## src/rtl/riscv_multicycle_ctrl_if.sv

```systemverilog
// Handshake/strobe bundle between the RV32I multicycle controller and its
// shared datapath.
//   master : controller side (consumes instr/zero/mem_ready, drives strobes)
//   slave  : datapath side (drives instr/zero/mem_ready, consumes strobes)
interface riscv_multicycle_ctrl_if;
  logic [31:0] instr;
  logic        zero;
  logic        mem_ready;
  logic        mem_req;
  logic        mem_we;
  logic        addr_sel;
  logic        ir_we;
  logic        pc_we;
  logic [1:0]  pc_src;
  logic [1:0]  immSel;
  logic        alu_src_b;
  logic [1:0]  alu_op;
  logic        reg_we;
  logic [1:0]  wb_sel;
  logic        fault;
  logic [1:0]  fault_code;
  logic [2:0]  state_dbg;

  modport master (
    input  instr, zero, mem_ready,
    output mem_req, mem_we, addr_sel, ir_we, pc_we, pc_src, immSel,
           alu_src_b, alu_op, reg_we, wb_sel, fault, fault_code, state_dbg
  );

  modport slave (
    output instr, zero, mem_ready,
    input  mem_req, mem_we, addr_sel, ir_we, pc_we, pc_src, immSel,
           alu_src_b, alu_op, reg_we, wb_sel, fault, fault_code, state_dbg
  );
endinterface

```

## src/rtl/riscv_multicycle_ctrl.sv

```systemverilog
// Multi-cycle control FSM for an RV32I core sharing one datapath and one
// unified memory port.
//   clk, rst_n : clock (rising edge), asynchronous active-low reset
//   bus        : master side of riscv_multicycle_ctrl_if (instr, zero,
//                mem_ready in; memory, PC/IR, ALU, regfile strobes,
//                fault status and state_dbg out)
//
// state | meaning
// 0     | FETCH  : read instruction at PC, wait for mem_ready
// 1     | DECODE : opcode check, immSel settles
// 2     | EXEC   : ALU op, branch / jump PC update
// 3     | MEM    : LW/SW data access at ALU address
// 4     | WB     : register file write
// 5     | ERR    : sticky fault, left only through rst_n
module riscv_multicycle_ctrl #(
  parameter int unsigned MEM_WAIT_MAX = 15
) (
  input logic                     clk,
  input logic                     rst_n,
  riscv_multicycle_ctrl_if.master bus
);
  localparam logic [2:0] S_FETCH = 3'd0, S_DECODE = 3'd1, S_EXEC = 3'd2,
                         S_MEM = 3'd3, S_WB = 3'd4, S_ERR = 3'd5;
  localparam logic [7:0] WAIT_MAX = 8'(MEM_WAIT_MAX);
  localparam logic [6:0] OP_R = 7'b0110011, OP_I = 7'b0010011,
                         OP_LW = 7'b0000011, OP_SW = 7'b0100011,
                         OP_BR = 7'b1100011, OP_JAL = 7'b1101111,
                         OP_JALR = 7'b1100111;

  logic [2:0] state_q, state_d;
  logic [7:0] wait_cnt_q, wait_cnt_d;
  logic       fault_q, fault_d;
  logic [1:0] fault_code_q, fault_code_d;

  logic [6:0] opcode;
  logic [2:0] funct3;
  logic       is_r, is_i, is_lw, is_sw, is_br, is_jal, is_jalr, illegal;
  logic [1:0] imm_dec;
  logic       br_f3_ok, br_taken;
  logic       unused_instr;

  assign opcode       = bus.instr[6:0];
  assign funct3       = bus.instr[14:12];
  assign unused_instr = ^{bus.instr[31:15], bus.instr[11:7]};

  always_comb begin
    is_r    = (opcode == OP_R);
    is_i    = (opcode == OP_I);
    is_lw   = (opcode == OP_LW);
    is_sw   = (opcode == OP_SW);
    is_br   = (opcode == OP_BR);
    is_jal  = (opcode == OP_JAL);
    is_jalr = (opcode == OP_JALR);
    illegal = !(is_r || is_i || is_lw || is_sw || is_br || is_jal || is_jalr);
    imm_dec = 2'b00;
    if (is_sw)  imm_dec = 2'b01;
    if (is_br)  imm_dec = 2'b10;
    if (is_jal) imm_dec = 2'b11;
    // Only BEQ/BNE are supported; other funct3 values fault in EXEC.
    br_f3_ok = (funct3 == 3'b000) || (funct3 == 3'b001);
    br_taken = ((funct3 == 3'b000) && bus.zero) || ((funct3 == 3'b001) && !bus.zero);
  end

  always_ff @(posedge clk or negedge rst_n) begin
    if (!rst_n) begin
      state_q      <= S_FETCH;
      wait_cnt_q   <= 8'd0;
      fault_q      <= 1'b0;
      fault_code_q <= 2'b00;
    end else begin
      state_q      <= state_d;
      wait_cnt_q   <= wait_cnt_d;
      fault_q      <= fault_d;
      fault_code_q <= fault_code_d;
    end
  end

  always_comb begin
    state_d      = state_q;
    wait_cnt_d   = wait_cnt_q;
    fault_d      = fault_q;
    fault_code_d = fault_code_q;
    case (state_q)
      S_FETCH, S_MEM: begin
        // A ready arriving on the last allowed wait cycle still completes.
        if (bus.mem_ready) begin
          wait_cnt_d = 8'd0;
          if (state_q == S_FETCH) state_d = S_DECODE;
          else                    state_d = is_sw ? S_FETCH : S_WB;
        end else if (wait_cnt_q == WAIT_MAX) begin
          state_d      = S_ERR;
          fault_d      = 1'b1;
          fault_code_d = 2'b10;
        end else begin
          wait_cnt_d = wait_cnt_q + 8'd1;
        end
      end
      S_DECODE: begin
        if (illegal) begin
          state_d      = S_ERR;
          fault_d      = 1'b1;
          fault_code_d = 2'b01;
        end else begin
          state_d = S_EXEC;
        end
      end
      S_EXEC: begin
        if (is_r || is_i || is_jal || is_jalr) state_d = S_WB;
        else if (is_lw || is_sw)               state_d = S_MEM;
        else if (is_br && br_f3_ok)            state_d = S_FETCH;
        else begin
          state_d      = S_ERR;
          fault_d      = 1'b1;
          fault_code_d = 2'b01;
        end
      end
      S_WB:  state_d = S_FETCH;
      S_ERR: state_d = S_ERR;
      default: begin
        state_d      = S_ERR;
        fault_d      = 1'b1;
        fault_code_d = 2'b01;
      end
    endcase
  end

  logic       mem_req_o, mem_we_o, addr_sel_o, ir_we_o, pc_we_o, alu_src_b_o, reg_we_o;
  logic [1:0] pc_src_o, imm_sel_o, alu_op_o, wb_sel_o;

  always_comb begin
    mem_req_o   = 1'b0;
    mem_we_o    = 1'b0;
    addr_sel_o  = 1'b0;
    ir_we_o     = 1'b0;
    pc_we_o     = 1'b0;
    pc_src_o    = 2'b00;
    imm_sel_o   = 2'b00;
    alu_src_b_o = 1'b0;
    alu_op_o    = 2'b00;
    reg_we_o    = 1'b0;
    wb_sel_o    = 2'b00;
    if (state_q == S_DECODE || state_q == S_EXEC || state_q == S_MEM || state_q == S_WB)
      imm_sel_o = imm_dec;
    case (state_q)
      S_FETCH: begin
        mem_req_o = 1'b1;
        // Reset forces FETCH; gating keeps the fetch strobes quiet while held.
        if (bus.mem_ready && rst_n) begin
          ir_we_o = 1'b1;
          pc_we_o = 1'b1;
        end
      end
      S_EXEC: begin
        if (is_r || is_i) begin
          alu_op_o    = 2'b10;
          alu_src_b_o = is_i;
        end else if (is_lw || is_sw) begin
          alu_src_b_o = 1'b1;
        end else if (is_br) begin
          alu_op_o = 2'b01;
          if (br_f3_ok && br_taken) begin
            pc_we_o  = 1'b1;
            pc_src_o = 2'b01;
          end
        end else if (is_jal) begin
          pc_we_o  = 1'b1;
          pc_src_o = 2'b01;
        end else if (is_jalr) begin
          alu_src_b_o = 1'b1;
          pc_we_o     = 1'b1;
          pc_src_o    = 2'b10;
        end
      end
      S_MEM: begin
        mem_req_o  = 1'b1;
        addr_sel_o = 1'b1;
        mem_we_o   = is_sw;
      end
      S_WB: begin
        reg_we_o = 1'b1;
        if (is_lw)                wb_sel_o = 2'b01;
        else if (is_jal || is_jalr) wb_sel_o = 2'b10;
      end
      default: ;
    endcase
  end

  assign bus.mem_req    = mem_req_o;
  assign bus.mem_we     = mem_we_o;
  assign bus.addr_sel   = addr_sel_o;
  assign bus.ir_we      = ir_we_o;
  assign bus.pc_we      = pc_we_o;
  assign bus.pc_src     = pc_src_o;
  assign bus.immSel     = imm_sel_o;
  assign bus.alu_src_b  = alu_src_b_o;
  assign bus.alu_op     = alu_op_o;
  assign bus.reg_we     = reg_we_o;
  assign bus.wb_sel     = wb_sel_o;
  assign bus.fault      = fault_q;
  assign bus.fault_code = fault_code_q;
  assign bus.state_dbg  = state_q;
endmodule

```

## src/flat_wrapper.sv

```systemverilog
// flat-port wrapper written by rule: the top's interface ports become plain ports
module riscv_multicycle_ctrl_flat 
#(
  parameter int unsigned MEM_WAIT_MAX = 15
)
  (clk, rst_n, bus_instr, bus_zero, bus_mem_ready, bus_mem_req, bus_mem_we, bus_addr_sel, bus_ir_we, bus_pc_we, bus_pc_src, bus_immSel, bus_alu_src_b, bus_alu_op, bus_reg_we, bus_wb_sel, bus_fault, bus_fault_code, bus_state_dbg);
  riscv_multicycle_ctrl_if bus_i ();
  input logic clk;
  input logic rst_n;
  input wire logic [$bits(bus_i.instr)-1:0] bus_instr;
  input wire logic [$bits(bus_i.zero)-1:0] bus_zero;
  input wire logic [$bits(bus_i.mem_ready)-1:0] bus_mem_ready;
  output wire logic [$bits(bus_i.mem_req)-1:0] bus_mem_req;
  output wire logic [$bits(bus_i.mem_we)-1:0] bus_mem_we;
  output wire logic [$bits(bus_i.addr_sel)-1:0] bus_addr_sel;
  output wire logic [$bits(bus_i.ir_we)-1:0] bus_ir_we;
  output wire logic [$bits(bus_i.pc_we)-1:0] bus_pc_we;
  output wire logic [$bits(bus_i.pc_src)-1:0] bus_pc_src;
  output wire logic [$bits(bus_i.immSel)-1:0] bus_immSel;
  output wire logic [$bits(bus_i.alu_src_b)-1:0] bus_alu_src_b;
  output wire logic [$bits(bus_i.alu_op)-1:0] bus_alu_op;
  output wire logic [$bits(bus_i.reg_we)-1:0] bus_reg_we;
  output wire logic [$bits(bus_i.wb_sel)-1:0] bus_wb_sel;
  output wire logic [$bits(bus_i.fault)-1:0] bus_fault;
  output wire logic [$bits(bus_i.fault_code)-1:0] bus_fault_code;
  output wire logic [$bits(bus_i.state_dbg)-1:0] bus_state_dbg;
  assign bus_i.instr = bus_instr;
  assign bus_i.zero = bus_zero;
  assign bus_i.mem_ready = bus_mem_ready;
  assign bus_mem_req = bus_i.mem_req;
  assign bus_mem_we = bus_i.mem_we;
  assign bus_addr_sel = bus_i.addr_sel;
  assign bus_ir_we = bus_i.ir_we;
  assign bus_pc_we = bus_i.pc_we;
  assign bus_pc_src = bus_i.pc_src;
  assign bus_immSel = bus_i.immSel;
  assign bus_alu_src_b = bus_i.alu_src_b;
  assign bus_alu_op = bus_i.alu_op;
  assign bus_reg_we = bus_i.reg_we;
  assign bus_wb_sel = bus_i.wb_sel;
  assign bus_fault = bus_i.fault;
  assign bus_fault_code = bus_i.fault_code;
  assign bus_state_dbg = bus_i.state_dbg;
  riscv_multicycle_ctrl #(.MEM_WAIT_MAX(MEM_WAIT_MAX)) u_core (.clk(clk), .rst_n(rst_n), .bus(bus_i));
endmodule
```

## config.mk

```make
export PLATFORM = sky130hd
export DESIGN_NAME = riscv_multicycle_ctrl_flat
export DESIGN_NICKNAME = d
export VERILOG_FILES = /design/src/rtl/riscv_multicycle_ctrl_if.sv /design/src/rtl/riscv_multicycle_ctrl.sv /design/src/flat_wrapper.sv
export SDC_FILE = /design/constraint.sdc
export NUM_CORES = 1
export LEC_CHECK = 0
export BUFFER_PORTS_ARGS = -buffer_cell sky130_fd_sc_hd__buf_2
export CAP_MARGIN = 20
export CORE_ASPECT_RATIO = 1.25
export CORE_MARGIN = 1.5
export CORE_UTILIZATION = 25
export DETAILED_ROUTE_END_ITERATION = 7
export GPL_TIMING_DRIVEN = 0
export PLACE_DENSITY = 0.54
export SLEW_MARGIN = 20
export SYNTH_ARGS = -nofsm -noshare
export SYNTH_HDL_FRONTEND = slang
export SYNTH_SLANG_ARGS = --single-unit
```

## constraint.sdc

```tcl
create_clock -name clk -period 4 [get_ports clk]
set_input_delay 0.8 -clock clk [delete_from_list [all_inputs] [get_ports clk]]
set_output_delay 0.8 -clock clk [all_outputs]
set_load 0.01 [all_outputs]
```

==> results.md <==
* Max clock buf depth at 2
* Hold-fix buffers, CTS at 0
* Routed WL per cell at 12.6 um
* CP startpoint kind: input pin
* GRT Total Usage at 13.0%
* Crit Path Category: input pin to output port
* Initial DRC Count at 33
* Reg clk slew, reported paths at 0.06 ns
* Crit end category: output port
* Pleak at a little over 0.6 nW
* Netlist Area Pre-Place at 1050 um^2
* Top cells by area, synth: dfrtp_1 33%, nand2_1 7.1%, a21oi_1 5.2%
* Post-Route WL at 2820 um
* CTS Buf Count at 3
* Sw Ratio at 22.7%
* TNS Setup at 0 ns
* Rows at 26
* Fmax at 336 MHz
* Setup violators final at 0
* R2r endpoint: u_core.wait_cnt_q[4]
* Worst Reg-to-Reg Cells at 6
* Distinct cell type count after synthesis at 40
* Largest driver fanout on the critical path at 7
* Vias at 1092
* CTS root buf: clkbuf_8
* Die ar. at 4610 um^2
* Mapped Cells at between 100 and 150
* RSZ-0062 raised after global routing: no
* Total Power at 0.281 mW
* Pwr per Cell Area at approximately 210 nW/um^2
* Final ANT Viol Nets at 0
* Int Pwr at 0.218 mW
* Most frequent cells after synthesis: 20 x nand2_1, 14 x dfrtp_1, 13 x nor2_1
* CP Capture Point: bus_pc_we
* CTS HTree Levels at 1
* Worst R2R Start: u_core.wait_cnt_q[5]
* CTS tree: built
* Fraction of registers with async set/reset at 100%
* Count leader, synth: nand2_1
* Syn Nets at 169
* Slew margin rel. at roughly two thirds
* Die Y at 75.5 um
* N_diodes at 0
* DP HPWL at ~2200 um
* Drt drc at 0
* Seq cells post-synth at 14
* Placed Cells at 222
* Skew final at 0.00126 ns
* Layout Cells excl Fill at between 200 and 250
* Clk_lat worst skew at between 0.2 and 0.25 ns
* Total gr overflow at 0
* Final #Nets at 208
* Worst Tran Pin Value at between 0.5 and 0.6 ns
* Clock Sinks at 14
* Crit share post-route at 74.5%
* Initial antenna violation count at 0
* Synth warn at 0
* Post-synth EDFFs at 0
* # port buffers at 34
* Share of total power in the clock network at 41.2%
* Number of max-cap violations at 0
* Sequential fraction of the synthesis area at 33.3%
* VDD IR-drop max at about 0.084 mV
* Die W at 61.0 um
* Core footprint at 4070 um^2
* Largest net degree at the start of global routing at 16
* Initial core utilization at 25.9%
* Vias in the first global route at 1016
* Pins over their slew limit at 0
* # IOs at 57
* Post-Syn Area per Cell at 7.97 um^2
* Logic pwr share at 8.4%
* TritonRoute pass-1 iters at 4
* Flop pwr share at 50.4%
* CP Launch Point: bus_instr[3]
* Layout area overhead at 26.8%
* Yosys top cell area share at 33.3%
* # resized after CTS at 0
* Post-route minimum period at 2.98 ns
* First-pass GRT wire length at 4580 um
* Gpl congestion at 0.761
* Synth area leader: dfrtp_1
* Post-CTS Setup Inserts at 0
* Sw power at 0.0638 mW
* Reg-to-reg slack, setup at roughly 2.2 ns
* Hold Crit Class: input pin to asynchronous set/reset pin
* Status: finished, final reports clean
* Final hold violation count at 0
* Crit path arrival time at around 2.2 ns
* Via density at 4.85
* Ys flop type: dfrtp_1
* Share of cells above drive strength 1 at approximately a quarter
* Final core utilization at 32.8%
* CP required at 3.20 ns
==> how the worst min path moves through the flow <==
stage | start | to | slack (ns) | depth (start not counted)
2_1_floorplan | u_core.wait_cnt_q[0] | u_core.wait_cnt_q[0] | 0.47 | 1
3_3_place_gp | u_core.bus.fault | u_core.bus.fault | 0.45 | 1
3_5_place_dp | u_core.bus.fault | u_core.bus.fault | 0.45 | 1
4_1_cts | u_core.bus.fault | u_core.bus.fault | 0.46 | 1
5_1_grt | rst_n | u_core.wait_cnt_q[0] | 0.47 | 1
6_report | rst_n | u_core.wait_cnt_q[3] | 0.45 | 1
==> layout make-up <==
cell class                      instances  area, um^2
Buffer                                  2        15.0
Clock buffer                            3        41.3
Fill cell                             446        2730
Inverter                                8        30.0
Multi-Input combinational cell        108         657
Sequential cell                        14         350
Tap cell                               56        70.1
Timing Repair Buffer                   34         170
==> cells in the final DEF, fill, tap and decap left out, types with 3 or more instances in the layout <==
cell type	instances
buf_2	34
nand2_1	20
dfrtp_1	14
nor2_1	13
a21oi_1	11
o21ai_1	10
inv_1	6
nand3_1	6
and3_1	6
nand2b_1	5
clkbuf_8	3
==> stage by stage <==
step | area (um^2) | hold WS [ns] | worst slack [ns]
final | 1330 | 0.453 | 1.02
after global routing | 1330 | 0.470 | 0.938
after CTS | 1330 | 0.462 | 1.01
after detailed placement | 1290 | 0.449 | 1.02
after global placement | 1290 | 0.449 | 1.02
after floorplan | 1050 | 0.465 | 1.32
==> registers in the layout, indices dropped and copies added (netlist names) <==
register and count:
u_core.bus.fault 1, u_core.bus.fault_code 2, u_core.bus.state_dbg 3, u_core.wait_cnt_q 8
==> power groups by stage <==
stage	clock, mW	combinational [mW]	sequential (mW)
3_3_place_gp	0	0.0241	0.144
5_1_grt	0.123	0.0265	0.142
6_report	0.116	0.0237	0.142
4_1_cts	0.117	0.0240	0.142
2_1_floorplan	0	0.00847	0.144
3_5_place_dp	0	0.0239	0.144
==> kinds of logic after synthesis <==
| family | count (synthesis) | synth area share (%) |
|---|---|---|
| buffers and inverters | 10 | 4.28 |
| AOI/OAI and AO/OA | 37 | 23.4 |
| DFF | 14 | 33.3 |
| and+or+nand+nor | 67 | 35.3 |
| xor gates and xnor gates | 3 | 2.50 |
| adders and majority gates | 1 | 1.19 |
==> routing by layer <==
| layer | up-vias | GRT usage (%) | routed length, um |
|---|---|---|---|
| li1 | 556 | - | - |
| met2 | 34 | 22.1 | 1360 |
| met3 | 4 | 1.19 | 141 |
| met4 | 0 | 5.07 | 25 |
| met1 | 498 | 16.7 | 1300 |
| met5 | - | 0 | 0 |
==> worst max-delay path, cell delays in order <==
cell	delay, ns
buf_2	0.12
nand4bb_4	0.26
or3_1	0.40
nor3_2	0.20
a21oi_1	0.10
o22ai_1	0.16
buf_2	0.15
Power figures use the tool's default switching activity.
